==> config.mk <==
export PLATFORM = sky130hd
export DESIGN_NAME = axi4_lite_register_file_flat
export DESIGN_NICKNAME = d
export VERILOG_FILES = /design/src/rtl/axi4_lite_pkg.sv /design/src/rtl/axi4_if.sv /design/src/rtl/axi4_lite_hold_reg.sv /design/src/rtl/axi4_lite_register_file.sv /design/src/flat_wrapper.sv
export SDC_FILE = /design/constraint.sdc
export NUM_CORES = 1
export LEC_CHECK = 0
export CAP_MARGIN = 25
export CORE_AREA = 5 5 270 272
export CTS_CLUSTER_SIZE = 10
export DETAILED_ROUTE_END_ITERATION = 10
export DIE_AREA = 0 0 275 277
export DONT_BUFFER_PORTS = 1
export SLEW_MARGIN = 20
export SYNTH_ARGS = -nofsm -noshare
export SYNTH_HDL_FRONTEND = slang
export SYNTH_SLANG_ARGS = --single-unit
==> constraint.sdc <==
create_clock -name aclk -period 3.6 [get_ports aclk]
set_input_delay 0.54 -clock aclk [delete_from_list [all_inputs] [get_ports aclk]]
set_output_delay 0.54 -clock aclk [all_outputs]
set_load 0.1 [all_outputs]
==> src/rtl/axi4_lite_pkg.sv <==
// Shared AXI4-Lite response codes, ID width and payload typedefs for the
// register file and its bus interface.
package axi4_lite_pkg;
  localparam logic [1:0] AXI_RESP_OKAY   = 2'b00;
  localparam logic [1:0] AXI_RESP_SLVERR = 2'b10;
  localparam int         AXI_ID_W        = 4;

  typedef logic [31:0]         axi4_lite_data_t;
  typedef logic [3:0]          axi4_lite_strb_t;
  typedef logic [AXI_ID_W-1:0] axi4_lite_id_t;
endpackage

==> src/rtl/axi4_if.sv <==
// AXI4-Lite channel bundle (single-beat subset) with a slave-side modport.
interface axi4_if
  import axi4_lite_pkg::*;
#(
  parameter int A = 32
);
  axi4_lite_id_t   awid;
  logic [A-1:0]    awaddr;
  logic            awvalid;
  logic            awready;
  axi4_lite_data_t wdata;
  axi4_lite_strb_t wstrb;
  logic            wvalid;
  logic            wready;
  axi4_lite_id_t   bid;
  logic [1:0]      bresp;
  logic            bvalid;
  logic            bready;
  axi4_lite_id_t   arid;
  logic [A-1:0]    araddr;
  logic            arvalid;
  logic            arready;
  axi4_lite_id_t   rid;
  axi4_lite_data_t rdata;
  logic [1:0]      rresp;
  logic            rlast;
  logic            rvalid;
  logic            rready;

  modport slave (
    input  awid, awaddr, awvalid, wdata, wstrb, wvalid, bready,
           arid, araddr, arvalid, rready,
    output awready, wready, bid, bresp, bvalid,
           arready, rid, rdata, rresp, rlast, rvalid
  );
endinterface

==> src/rtl/axi4_lite_hold_reg.sv <==
// One-entry holding register: absorbs a beat when empty and presents it
// (or the live input) until the consumer takes it.
module axi4_lite_hold_reg #(
  parameter int W = 8
) (
  input  logic         gclk,
  input  logic         grst_n,
  input  logic         in_valid,
  output logic         in_ready,
  input  logic [W-1:0] in_data,
  input  logic         take,
  output logic         avail,
  output logic [W-1:0] out_data
);
  logic         held;
  logic [W-1:0] q;

  assign in_ready = ~held;
  assign avail    = held | in_valid;
  assign out_data = held ? q : in_data;

  // A take while empty consumes the live beat directly, so nothing is latched.
  always_ff @(posedge gclk) begin
    if (!grst_n) begin
      held <= 1'b0;
      q    <= '0;
    end else if (take) begin
      held <= 1'b0;
    end else if (in_valid && !held) begin
      held <= 1'b1;
      q    <= in_data;
    end
  end
endmodule

==> src/rtl/axi4_lite_register_file.sv <==
// AXI4-Lite slave exposing N 32-bit control registers as flat outputs, with a
// one-cycle per-register write strobe.
module axi4_lite_register_file
  import axi4_lite_pkg::*;
#(
  parameter int N = 16,
  parameter int A = 32
) (
  input  logic                aclk,
  input  logic                aresetn,
  axi4_if.slave               axi4_s,
  output logic [N-1:0][31:0]  reg_q,
  output logic [N-1:0]        wr_stb
);
  localparam int IW  = $clog2(N);
  localparam int AWP = AXI_ID_W + A;
  localparam int WP  = 32 + 4;

  logic [AWP-1:0]  aw_pl;
  logic [WP-1:0]   w_pl;
  logic            aw_avail, w_avail, commit;
  axi4_lite_id_t   aw_id;
  logic [A-1:0]    aw_addr;
  axi4_lite_data_t w_data;
  axi4_lite_strb_t w_strb;
  logic            aw_oor, ar_oor, ar_fire;
  logic [IW-1:0]   aw_idx, ar_idx;
  logic            unused_addr_lsbs;

  logic            bvalid, rvalid, rlast;
  axi4_lite_id_t   bid, rid;
  logic [1:0]      bresp, rresp;
  axi4_lite_data_t rdata;

  axi4_lite_hold_reg #(.W(AWP)) u_aw_hold (
    .gclk     (aclk),
    .grst_n   (aresetn),
    .in_valid (axi4_s.awvalid),
    .in_ready (axi4_s.awready),
    .in_data  ({axi4_s.awid, axi4_s.awaddr}),
    .take     (commit),
    .avail    (aw_avail),
    .out_data (aw_pl)
  );

  axi4_lite_hold_reg #(.W(WP)) u_w_hold (
    .gclk     (aclk),
    .grst_n   (aresetn),
    .in_valid (axi4_s.wvalid),
    .in_ready (axi4_s.wready),
    .in_data  ({axi4_s.wdata, axi4_s.wstrb}),
    .take     (commit),
    .avail    (w_avail),
    .out_data (w_pl)
  );

  assign {aw_id, aw_addr} = aw_pl;
  assign {w_data, w_strb} = w_pl;

  assign aw_oor  = |aw_addr[A-1:IW+2];
  assign aw_idx  = aw_addr[IW+1:2];
  assign ar_oor  = |axi4_s.araddr[A-1:IW+2];
  assign ar_idx  = axi4_s.araddr[IW+1:2];
  assign unused_addr_lsbs = ^{aw_addr[1:0], axi4_s.araddr[1:0]};

  assign commit  = aw_avail & w_avail & (~bvalid | axi4_s.bready);
  assign axi4_s.arready = ~rvalid | axi4_s.rready;
  assign ar_fire = axi4_s.arvalid & axi4_s.arready;

  always_ff @(posedge aclk) begin
    if (!aresetn) begin
      reg_q  <= '0;
      wr_stb <= '0;
      bvalid <= 1'b0;
      bid    <= '0;
      bresp  <= AXI_RESP_OKAY;
    end else begin
      wr_stb <= '0;
      if (bvalid && axi4_s.bready) bvalid <= 1'b0;
      if (commit) begin
        bvalid <= 1'b1;
        bid    <= aw_id;
        if (aw_oor) begin
          bresp <= AXI_RESP_SLVERR;
        end else begin
          bresp          <= AXI_RESP_OKAY;
          wr_stb[aw_idx] <= 1'b1;
          for (int b = 0; b < 4; b++)
            if (w_strb[b]) reg_q[aw_idx][8*b +: 8] <= w_data[8*b +: 8];
        end
      end
    end
  end

  // Reads sample reg_q before any same-edge commit lands: pre-write value.
  always_ff @(posedge aclk) begin
    if (!aresetn) begin
      rvalid <= 1'b0;
      rid    <= '0;
      rdata  <= '0;
      rresp  <= AXI_RESP_OKAY;
      rlast  <= 1'b0;
    end else begin
      if (rvalid && axi4_s.rready) rvalid <= 1'b0;
      if (ar_fire) begin
        rvalid <= 1'b1;
        rid    <= axi4_s.arid;
        rlast  <= 1'b1;
        rdata  <= ar_oor ? '0 : reg_q[ar_idx];
        rresp  <= ar_oor ? AXI_RESP_SLVERR : AXI_RESP_OKAY;
      end
    end
  end

  assign axi4_s.bvalid = bvalid;
  assign axi4_s.bid    = bid;
  assign axi4_s.bresp  = bresp;
  assign axi4_s.rvalid = rvalid;
  assign axi4_s.rid    = rid;
  assign axi4_s.rdata  = rdata;
  assign axi4_s.rresp  = rresp;
  assign axi4_s.rlast  = rlast;
endmodule

==> src/flat_wrapper.sv <==
// flat-port wrapper written by rule: the top's interface ports become plain ports
module axi4_lite_register_file_flat import axi4_lite_pkg::*;
#(
  parameter int N = 16,
  parameter int A = 32
)
  (aclk, aresetn, reg_q, wr_stb, axi4_s_awid, axi4_s_awaddr, axi4_s_awvalid, axi4_s_wdata, axi4_s_wstrb, axi4_s_wvalid, axi4_s_bready, axi4_s_arid, axi4_s_araddr, axi4_s_arvalid, axi4_s_rready, axi4_s_awready, axi4_s_wready, axi4_s_bid, axi4_s_bresp, axi4_s_bvalid, axi4_s_arready, axi4_s_rid, axi4_s_rdata, axi4_s_rresp, axi4_s_rlast, axi4_s_rvalid);
  axi4_if #(.A(A)) axi4_s_i ();
  input  logic aclk;
  input  logic aresetn;
  output logic [N-1:0][31:0] reg_q;
  output logic [N-1:0] wr_stb;
  input wire logic [$bits(axi4_s_i.awid)-1:0] axi4_s_awid;
  input wire logic [$bits(axi4_s_i.awaddr)-1:0] axi4_s_awaddr;
  input wire logic [$bits(axi4_s_i.awvalid)-1:0] axi4_s_awvalid;
  input wire logic [$bits(axi4_s_i.wdata)-1:0] axi4_s_wdata;
  input wire logic [$bits(axi4_s_i.wstrb)-1:0] axi4_s_wstrb;
  input wire logic [$bits(axi4_s_i.wvalid)-1:0] axi4_s_wvalid;
  input wire logic [$bits(axi4_s_i.bready)-1:0] axi4_s_bready;
  input wire logic [$bits(axi4_s_i.arid)-1:0] axi4_s_arid;
  input wire logic [$bits(axi4_s_i.araddr)-1:0] axi4_s_araddr;
  input wire logic [$bits(axi4_s_i.arvalid)-1:0] axi4_s_arvalid;
  input wire logic [$bits(axi4_s_i.rready)-1:0] axi4_s_rready;
  output wire logic [$bits(axi4_s_i.awready)-1:0] axi4_s_awready;
  output wire logic [$bits(axi4_s_i.wready)-1:0] axi4_s_wready;
  output wire logic [$bits(axi4_s_i.bid)-1:0] axi4_s_bid;
  output wire logic [$bits(axi4_s_i.bresp)-1:0] axi4_s_bresp;
  output wire logic [$bits(axi4_s_i.bvalid)-1:0] axi4_s_bvalid;
  output wire logic [$bits(axi4_s_i.arready)-1:0] axi4_s_arready;
  output wire logic [$bits(axi4_s_i.rid)-1:0] axi4_s_rid;
  output wire logic [$bits(axi4_s_i.rdata)-1:0] axi4_s_rdata;
  output wire logic [$bits(axi4_s_i.rresp)-1:0] axi4_s_rresp;
  output wire logic [$bits(axi4_s_i.rlast)-1:0] axi4_s_rlast;
  output wire logic [$bits(axi4_s_i.rvalid)-1:0] axi4_s_rvalid;
  assign axi4_s_i.awid = axi4_s_awid;
  assign axi4_s_i.awaddr = axi4_s_awaddr;
  assign axi4_s_i.awvalid = axi4_s_awvalid;
  assign axi4_s_i.wdata = axi4_s_wdata;
  assign axi4_s_i.wstrb = axi4_s_wstrb;
  assign axi4_s_i.wvalid = axi4_s_wvalid;
  assign axi4_s_i.bready = axi4_s_bready;
  assign axi4_s_i.arid = axi4_s_arid;
  assign axi4_s_i.araddr = axi4_s_araddr;
  assign axi4_s_i.arvalid = axi4_s_arvalid;
  assign axi4_s_i.rready = axi4_s_rready;
  assign axi4_s_awready = axi4_s_i.awready;
  assign axi4_s_wready = axi4_s_i.wready;
  assign axi4_s_bid = axi4_s_i.bid;
  assign axi4_s_bresp = axi4_s_i.bresp;
  assign axi4_s_bvalid = axi4_s_i.bvalid;
  assign axi4_s_arready = axi4_s_i.arready;
  assign axi4_s_rid = axi4_s_i.rid;
  assign axi4_s_rdata = axi4_s_i.rdata;
  assign axi4_s_rresp = axi4_s_i.rresp;
  assign axi4_s_rlast = axi4_s_i.rlast;
  assign axi4_s_rvalid = axi4_s_i.rvalid;
  axi4_lite_register_file #(.N(N), .A(A)) u_core (.aclk(aclk), .aresetn(aresetn), .axi4_s(axi4_s_i), .reg_q(reg_q), .wr_stb(wr_stb));
endmodule
# After elaboration in Yosys (flattened, before gate mapping)
# Index checks and enable logic that the tools add are counted.
dict set report totals {
  register_bits 649
  input_bits 115
  out_inout_bits 578
}
dict set report op_classes {
  order_cmp 3
  n_mux 38
  n_bitwise 14
  n_reduce_logical 16
}
# op n
set op_table {}
lappend op_table {{2-to-1 mux 512 bit} 13}
lappend op_table {{bitwise mux 512 bit} 4}
lappend op_table {{demux 32 bit (select 4 bit)} 4}
lappend op_table {{binary-select mux 32 bit (select 4 bit)} 1}
lappend op_table {{2-to-1 mux 32 bit} 3}
lappend op_table {{2-to-1 mux 36 bit} 2}
lappend op_table {{OR reduction 26 bit} 2}
lappend op_table {{OR reduction 28 bit} 1}
lappend op_table {{2-to-1 mux 24 bit} 1}
lappend op_table {{2-to-1 mux 16 bit} 1}
lappend op_table {{less-than comparator 4 x 5 -> 1 bit (second input constant)} 2}
lappend op_table {{2-to-1 mux 8 bit} 1}
lappend op_table {{inverter 1 bit} 7}
lappend op_table {{AND reduction 2 bit} 3}
lappend op_table {{logical AND 1 bit} 5}
lappend op_table {{2-to-1 mux 1 bit} 5}
lappend op_table {{demux 1 bit (select 4 bit)} 1}
lappend op_table {{greater-or-equal comparator 4 x 1 -> 1 bit (second input constant)} 1}
lappend op_table {{2-to-1 mux 2 bit} 2}
lappend op_table {{OR 1 bit} 4}
lappend op_table {{nonzero test 2 bit} 2}
lappend op_table {{AND 1 bit} 3}
lappend op_table {{logical NOT 1 bit} 2}
lappend op_table {{OR reduction 2 bit} 1}

# Depth between registers and ports, before layout
# Gate-level depths: netlist (run 1).
dict set report depth {
  depth_word 22
  mapped_depth 8
}

# Cells and area by module
# A second synthesis (run 1) with hierarchy kept.
dict set report hier_totals {
  cells_unflattened 2631
  area_unflattened_um2 28352.2
}
# module n_inst cells_each area_per_inst_um2
set by_module_without_submodules {}
lappend by_module_without_submodules {axi4_lite_register_file 1 2229 24451.0}
lappend by_module_without_submodules {axi4_lite_hold_reg 2 201 1950.6}

# Worst setup path before layout (run 1)
# OpenSTA, ideal clock, no wires.
dict set report synth_timing {
  path_type {reg2reg}
  start {register u_core.rvalid, in the netlist u_core.axi4_s.rvalid}
  end {register u_core.rdata[0], in the netlist u_core.axi4_s.rdata[0]}
  setup_time_ns 0.118
  arrival_ns 2.904
  required_time_ns 3.482
  setup_slack_ns 0.578
  stages_incl_launch_ff 8
  path_buffers 2
  period_less_slack_ns 3.022
  path_cell_list {dfxtp_1 > nand2b_1 > nand2_1 > nor4_1 > and2_1 > clkbuf_1 > buf_2 > a22o_1}
}
dict set report synth_between {
  elab_chain_len 3
}
# element line_no
set synth_rtl {}
lappend synth_rtl {{start: declaration} axi4_lite_register_file.sv:30} ;# logic bvalid, rvalid, rlast;
lappend synth_rtl {{start signal: assignment} axi4_lite_register_file.sv:98} ;# rvalid <= 1'b0;
lappend synth_rtl {{start signal: assignment} axi4_lite_register_file.sv:104} ;# if (rvalid && axi4_s.rready) rvalid <= 1'b0;
lappend synth_rtl {{start signal: assignment} axi4_lite_register_file.sv:106} ;# rvalid <= 1'b1;
lappend synth_rtl {{inverter 1 bit} axi4_lite_register_file.sv:67} ;# assign axi4_s.arready = ~rvalid | axi4_s.rready;
lappend synth_rtl {{OR 1 bit} axi4_lite_register_file.sv:67}
lappend synth_rtl {{named net axi4_s_arready} flat_wrapper.sv:29} ;# output wire logic [$bits(axi4_s_i.arready)-1:0] axi4_s_arready;
lappend synth_rtl {{AND 1 bit} axi4_lite_register_file.sv:68} ;# assign ar_fire = axi4_s.arvalid & axi4_s.arready;
lappend synth_rtl {{end signal: assignment} axi4_lite_register_file.sv:109} ;# rdata <= ar_oor ? '0 : reg_q[ar_idx];
lappend synth_rtl {{end: declaration} axi4_lite_register_file.sv:33} ;# axi4_lite_data_t rdata;
# The timed path passes the listed nets, and every way through them passes these cells.
# A chain may end at the register's enable or synchronous reset.

# Final worst setup path (run 1)
dict set report layout_timing {
  start {register u_core.u_aw_hold.held}
  end {register u_core.reg_q[135] in the netlist's numbering}
}
dict set report layout_between {
  elab_chain_len 22
  word_cells_on_any_way 32
}
# element line_no
set layout_rtl {}
lappend layout_rtl {{start: declaration} axi4_lite_hold_reg.sv:15} ;# logic held;
lappend layout_rtl {{start signal: assignment} axi4_lite_hold_reg.sv:25} ;# held <= 1'b0;
lappend layout_rtl {{start signal: assignment} axi4_lite_hold_reg.sv:28} ;# held <= 1'b0;
lappend layout_rtl {{start signal: assignment} axi4_lite_hold_reg.sv:30} ;# held <= 1'b1;
lappend layout_rtl {{2-to-1 mux 36 bit} axi4_lite_hold_reg.sv:20} ;# assign out_data = held ? q : in_data;
lappend layout_rtl {{less-than comparator 4 x 5 -> 1 bit (not written as such) / greater-or-equal comparator 4 x 1 -> 1 bit (equally long branches)} axi4_lite_register_file.sv:89} ;# if (w_strb[b]) reg_q[aw_idx][8*b +: 8] <= w_data[8*b +: 8];
lappend layout_rtl {{logical AND 1 bit (not written as such)} axi4_lite_register_file.sv:89}
lappend layout_rtl {{2-to-1 mux 8 bit (not written as such)} axi4_lite_register_file.sv:89}
lappend layout_rtl {{demux 32 bit (select 4 bit)} --}
lappend layout_rtl {{bitwise mux 512 bit} axi4_lite_register_file.sv:89}
lappend layout_rtl {{2-to-1 mux 512 bit} axi4_lite_register_file.sv:89}
lappend layout_rtl {{2-to-1 mux 512 bit} axi4_lite_register_file.sv:83} ;# if (aw_oor) begin
lappend layout_rtl {{[6 not listed]} --}
lappend layout_rtl {{2-to-1 mux 512 bit} axi4_lite_register_file.sv:71} ;# if (!aresetn) begin
lappend layout_rtl {{bitwise mux 512 bit} axi4_lite_register_file.sv:89}
lappend layout_rtl {{2-to-1 mux 512 bit} axi4_lite_register_file.sv:89}
lappend layout_rtl {{2-to-1 mux 512 bit} axi4_lite_register_file.sv:83}
lappend layout_rtl {{2-to-1 mux 512 bit} axi4_lite_register_file.sv:80} ;# if (commit) begin
lappend layout_rtl {{2-to-1 mux 512 bit} axi4_lite_register_file.sv:71}
lappend layout_rtl {{bitwise mux 512 bit} axi4_lite_register_file.sv:89}
lappend layout_rtl {{2-to-1 mux 512 bit} axi4_lite_register_file.sv:89}
lappend layout_rtl {{end signal: indexed assignment} axi4_lite_register_file.sv:89}
lappend layout_rtl {{end: declaration} axi4_lite_register_file.sv:12} ;# output logic [N-1:0][31:0] reg_q,
# Parallel ways exist; a longest one is shown, timed or not. The select of a mux whose other input is x is not followed.

==> run summary, run 1 <==
Pre-CTS setup slack = 0.483 ns
Post-synth EDFFs = 0
CTS Buf Count = 77
WHS = 0.0672 ns
Worst-path fanout max = 16
WP data arrival = 3.62 ns
Worst slew pin tran = 2.16 ns
DRC Markers = 0
Drt total wl = 108000 um
Final #Nets = 2735
Failing checks = max-slew violations
Switching power = 3740 uW
Setup Viol. Count Final = 0
Die Wd = 275 um
CP endpoint kind = register
Clk slew on worst S/H paths = 0.06 ns
Asr flop ratio synth = 0
Switching Share = 0.244
Commonest non-fill, non-tap cell in the layout = nand2_1
CTS tree = done
Synth unique cells = 51
Core area = 0.0705 mm^2
Largest net degree at the start of global routing = 635
Vias in the first global route = 20737
Synth Cell Area = 0.0285 mm^2
H-Tree Level Count = 3
Global placement routability congestion = 0.925
RSZ-0062 raised after global routing = false
DP HPWL = 78300 um
P_int = 11600 uW
Number of buffers added on ports = 0
Slew Viols, Final = 264
CTS max path bufs = 3
Min Clock Period, post-route = 3.16 ns
Req. time, crit path = 4.05 ns
Total global routing overflow = 0
DRT iter0 DRCs = 1781
Syn Inst Count = 2621
Max_cap viols = 0
Via density = 5.91
Leakage = 0.0144 uW
First-pass GRT wire length = 153000 um
Via count = 21277
Fin. Hold Viols = 0
Top cell type's share of synthesized area = 0.454
Synth Register Bits = 645
Top cells by area, synth = dfxtp_1 (45%), mux2i_1 (18%), mux4_2 (10%)
Worst setup margin = 0.437 ns
Latest clock arrival within the worst-skew pair = 0.63 ns
Cell taking the most area after synthesis = dfxtp_1
WL/cell = 29.9 um
Cts repair resizes = 0
Setup tns final = 0 ns
Initial Util = 0.404
Seq pwr share = 0.478
Setup bufs post-CTS = 0
Most frequent cells in the layout = nand2_1 (732), dfxtp_1 (644), mux2i_1 (519)
Die Ht = 277 um
Ports = 693
Fill count = 6426
Clk sinks = 645
Area growth, synth to finish = 13.9%
FP Rows = 98
Worst setup SP type = register
GRT Total Usage = 0.268
Status = complete, but fails checks
Layout cells sized above 1 = 0.172
Logic pwr share = 0.053
Slew headroom = -0.442
Max VDD drop = 0.384 mV
Top FF cell, synth = dfxtp_1
Sequential share of the synthesized area = 0.454
Die Area = 0.0762 mm^2
Tcrit/Tclk final = 0.879
Synth Warn # = 0
Initial antenna violation count = 3
PwrDens = 472 mW/mm^2
Clk_skew = 0.0277 ns
Mapped Avg Cell Area = 10.9 um^2
Highest achievable clock rate = 0.316 GHz
HP Class = input pin to register
Pre-antenna DRT Iters = 6
Kind of critical path = register to register
CTS hold repair buffers = 0
ANT nets after route = 0
Clock Root Buffer = clkbuf_16
Proportion of power drawn by the clock network = 0.469
worst paths after layout:
path	to	cells after the start	slack, ns	startpoint
max	u_core.reg_q[135]	7	0.44	u_core.u_aw_hold.held
min reg2reg	u_core.u_aw_hold.q[14]	2	0.46	u_core.u_aw_hold.q[14]
min	u_core.u_w_hold.q[14]	2	0.07	axi4_s_wdata[10]
max reg2reg	u_core.reg_q[135]	7	0.44	u_core.u_aw_hold.held
power groups by stage:
stage	logic, uW	registers [uW]	clock network [uW]
2_1_floorplan	712	7470	0
3_3_place_gp	792	7470	0
3_5_place_dp	808	7480	0
4_1_cts	809	7320	7310
5_1_grt	858	7330	7580
6_report	807	7320	7180
synthesized netlist by cell type, drive strengths merged, types with 5 or more instances:
| master | count |
|---|---|
| a21boi | 76 |
| nand2 | 733 |
| nand3 | 67 |
| nand2b | 5 |
| clkbuf | 142 |
| buf | 54 |
| a22o | 32 |
| mux2i | 521 |
| nor4 | 17 |
| nand4 | 7 |
| nor2 | 21 |
| dfxtp | 645 |
| nor3 | 13 |
| a211oi | 20 |
| mux4 | 128 |
| a22oi | 65 |
| inv | 6 |
| mux2 | 32 |
critical path: stages, from the launching register on:
cell and delay (ns):
dfxtp_1 0.70, o22ai_1 0.31, nand2b_1 0.35, buf_4 0.29
nor3b_4 0.20, buf_4 0.42, nand3_2 0.45, mux2i_1 0.24
sequential cells by signal, indices dropped and copies added (netlist names), 4 cells and up:
signal and count:
u_core.wr_stb 16, u_core.axi4_s.rid 4, u_core.reg_q 512, u_core.u_aw_hold.q 34
u_core.axi4_s.bid 4, u_core.u_w_hold.q 36, u_core.axi4_s.rdata 32
cell families (layout without fill, tap and decap cells):
family | count (synthesis) | after routing | share of synthesized area
AO/OA/AOI/OAI | 211 | 211 | 0.0674
buffers and inverters | 202 | 228 | 0.0310
flip-flops | 645 | 645 | 0.454
multiplexers | 681 | 681 | 0.297
other | 1 | 7 | 0.000132
AND/OR/NAND/NOR | 881 | 881 | 0.150
layer usage:
metal,GRT usage,wire (um)
met4,0.0973,3970
met3,0.0920,10800
met5,0,0
met2,0.420,49100
met1,0.345,43800
final cells by class:
class / instances / area, um^2 / share of cell area
Clock inverter: 9 / 190 / 0.00587
Inverter: 6 / 22.5 / 0.000695
Timing Repair Buffer: 115 / 1290 / 0.0397
Tap cell: 950 / 1190 / 0.0367
Antenna cell: 5 / 12.5 / 0.000386
Clock buffer: 98 / 2080 / 0.0640
Multi-Input combinational cell: 1775 / 14700 / 0.454
Sequential cell: 645 / 12900 / 0.398
per-stage QoR:
stage | total power (uW) | utilization | instance area, um^2 | std cells
6_report | 15300 | 0.460 | 32400 | 3603
5_1_grt | 15800 | 0.460 | 32400 | 3601
4_1_cts | 15400 | 0.454 | 32000 | 3569
3_5_place_dp | 8280 | 0.422 | 29800 | 3462
3_3_place_gp | 8260 | 0.416 | 29400 | 3439
2_1_floorplan | 8190 | - | 28500 | 2622
No activity file was read; power rests on OpenSTA's default activity.
==> run 2, diff against run 1 <==
- GPL_ROUTABILITY_DRIVEN: not set -> 0
- HOLD_SLACK_MARGIN: not set -> 0.02
==> run 2 against run 1 <==
  * The flow still finishes with violations (max-slew violations)
  * Global-route usage hardly changed
  * Non-clock buffer count is 1 higher
  * Core utilization is 0.18 points lower
  * Setup slack worse by 0.042 ns
  * Via count hardly changed
  * Maximum frequency is 1.3% lower
  * Sequential share of layout area is 0.15 points higher
  * Critical endpoint is now u_core.reg_q[129]
  * Flip-flop and latch count stayed put
  * Die area stayed put
  * Combinational power is 0.5% higher
==> run summary, run 2 (synthesis results as in run 1) <==
Status = complete, but fails checks (unchanged)
Failing checks = max-slew violations (unchanged)
R2R Path Start = u_core.u_aw_hold.held (unchanged)
Worst setup SP type = register (unchanged)
Min Clock Period, post-route = 3.20 ns (was 3.16 ns)
WP data arrival = 3.63 ns (was 3.62 ns)
Clock Root Buffer = clkbuf_16 (unchanged)
PwrDens = 469 mW/mm^2 (was 472 mW/mm^2)
Max FFs per register = 512 (unchanged)
Critical Path End = u_core.reg_q[129] (was u_core.reg_q[135])
Most frequent cells in the layout = nand2_1 (732), dfxtp_1 (644), mux2i_1 (519) (unchanged)
Tcrit/Tclk final = 0.890 (was 0.879)
Flop-to-flop setup slack = 0.40 ns (was 0.44 ns)
P_int = 11400 uW (was 11600 uW)
Fill count = 6384 (was 6426)
Max VDD drop = 0.368 mV (was 0.384 mV)
FF/Latch Area = 0.0129 mm^2 (unchanged)
Ports = 693 (unchanged)
FP Rows = 98 (unchanged)
CP endpoint kind = register (unchanged)
Crit-path most repeated cell = buf_4 (unchanged)
Highest achievable clock rate = 0.312 GHz (was 0.316 GHz)
Die Area = 0.0762 mm^2 (unchanged)
Pre-antenna DRT Iters = 6 (unchanged)
Via count = 21274 (was 21277)
Logic pwr share = 0.054 (was 0.053)
Latest clock arrival within the worst-skew pair = 0.63 ns (about the same)
WL/cell = 29.9 um (about the same)
Setup tns final = 0 ns (unchanged)
RSZ-0062 raised after global routing = false (unchanged)
Clk slew on worst S/H paths = 0.06 ns (about the same)
Via density = 5.91 (about the same)
Min-delay src = axi4_s_wdata[30] (was axi4_s_wdata[10])
Proportion of power drawn by the clock network = 0.463 (was 0.469)
Vias in the first global route = 20690 (was 20737)
Initial Util = 0.404 (unchanged)
Die Ht = 277 um (unchanged)
Leakage = 0.0144 uW (about the same)
Fin. Hold Viols = 0 (unchanged)
Number of buffers added on ports = 0 (unchanged)
Cts repair resizes = 0 (unchanged)
GRT Total Usage = 0.268 (about the same)
Max_cap viols = 0 (unchanged)
H-Tree Level Count = 3 (unchanged)
Commonest non-fill, non-tap cell in the layout = nand2_1 (unchanged)
Setup Viol. Count Final = 0 (unchanged)
Largest net degree at the start of global routing = 635 (unchanged)
Die Wd = 275 um (unchanged)
Total global routing overflow = 0 (unchanged)
Area growth, synth to finish = 13.5% (was 13.9%)
ANT nets after route = 0 (unchanged)
Clk_skew = 0.0550 ns (was 0.0277 ns)
DRC Markers = 0 (unchanged)
Kind of critical path = register to register (unchanged)
Layout cells sized above 1 = 0.172 (about the same)
HP Class = input pin to register (unchanged)
Drt total wl = 108000 um (about the same)
Worst stage delay on the critical path = 0.70 ns (about the same)
Crit path from = u_core.u_aw_hold.held (unchanged)
Initial antenna violation count = 4 (was 3)
R2R Path End = u_core.reg_q[129] (was u_core.reg_q[135])
Largest registers = u_core.reg_q: 512 flops, u_core.u_w_hold.q: 36 flops, u_core.u_aw_hold.q: 34 flops (unchanged)
Core area = 0.0705 mm^2 (unchanged)
Worst slew pin tran = 2.12 ns (was 2.16 ns)
Switching power = 3770 uW (was 3740 uW)
Area of the multi-input gates = 0.0147 mm^2 (unchanged)
CTS Buf Count = 77 (unchanged)
Switching Share = 0.249 (was 0.244)
DP HPWL = 78000 um (was 78300 um)
Clk sinks = 645 (unchanged)
DRT iter0 DRCs = 2062 (was 1781)
CTS tree = done (unchanged)
Slew headroom = -0.411 (was -0.442)
Slowest CP cell = dfxtp_1 (unchanged)
Slew Viols, Final = 315 (was 264)
Util after Layout = 0.458 (was 0.460)
Final #Nets = 2736 (was 2735)
Worst-path fanout max = 16 (unchanged)
Req. time, crit path = 4.02 ns (was 4.05 ns)
Biggest register = u_core.reg_q (unchanged)
CTS max path bufs = 3 (unchanged)
Worst-path cell chain = o22ai_1 > nand2b_1 > buf_4 > nor3b_4 > buf_4 > nand3_2 > mux2i_1 (unchanged)
R2r worst-path depth = 7 (unchanged)
First-pass GRT wire length = 153000 um (about the same)
Seq pwr share = 0.483 (was 0.478)
-- run 2: changes by cell type in the layout (fill, tap and decap cells not counted), sizes merged, moves of 3 or more --
cell and change:
diode +3, inv +3, dlygate4sd3 +6, clkbuf -14
buf -3
-- run 2: layout make-up --
class                      count  area share
tap                          950      0.0368
antenna                        8    0.000620
multi-input combinational   1775       0.456
sequential                   645       0.400
clock inverter                12     0.00554
clock buffer                  86      0.0616
inverter                       6    0.000697
timing repair buffer         116      0.0388
-- run 2: worst min-delay path by stage --
stage / end / slack (ns) / cells past startpoint
2_1_floorplan: u_core.u_w_hold.q[10] / 0.44 / 2
3_3_place_gp: u_core.u_w_hold.q[4] / 0.45 / 2
3_5_place_dp: u_core.u_w_hold.q[31] / 0.46 / 2
4_1_cts: u_core.u_w_hold.q[34] / 0.02 / 2
5_1_grt: u_core.u_aw_hold.q[32] / 0.04 / 2
6_report: u_core.u_w_hold.q[34] / 0.07 / 2
-- run 2: timing repair --
| item | CTS | global route |
|---|---|---|
| hold buffers | 6 | 0 |
| endpoints found under the hold margin | 6 | 0 |
| endpoints found under the setup margin | 0 | 0 |
| setup buffers | 0 | 0 |
-- run 2: per-layer routing --
metal  GRT usage  wire [um]  vias up
met2       0.414      48400     1048
met5           0         13        -
met1       0.356      44300    10793
li1            -          -     9210
met3      0.0884      10800      221
met4      0.0920       4080        2
-- run 2: through the flow --
stage                     cells  power (uW)  worst slack (ns)  hold WS (ns)  area (um^2)
final                      3598       15200             0.395        0.0705        32300
after floorplan            2622        8190             0.578         0.440        28500
after global placement     3440        8260             0.522         0.446        29400
after detailed placement   3458        8280             0.468         0.456        29700
after CTS                  3562       15200             0.431        0.0204        31900
after global routing       3592       15600             0.252        0.0404        32300
-- run 2: critical path, delay by kind of cell, from the launching register on --
| family | cells | cell delay [ns] |
|---|---|---|
| DFF | 1 | 0.70 |
| buffers and inverters | 2 | 0.71 |
| and+or+nand+nor | 3 | 1.01 |
| muxes | 1 | 0.23 |
| AOI/OAI and AO/OA | 1 | 0.30 |
-- run 2: power by group through the flow --
stage / logic, uW / clock network [uW] / registers, uW
after floorplan: 712 / 0 / 7470
after global placement: 785 / 0 / 7470
after detailed placement: 800 / 0 / 7480
after CTS: 808 / 7100 / 7330
after global routing: 859 / 7420 / 7330
final: 811 / 7020 / 7330
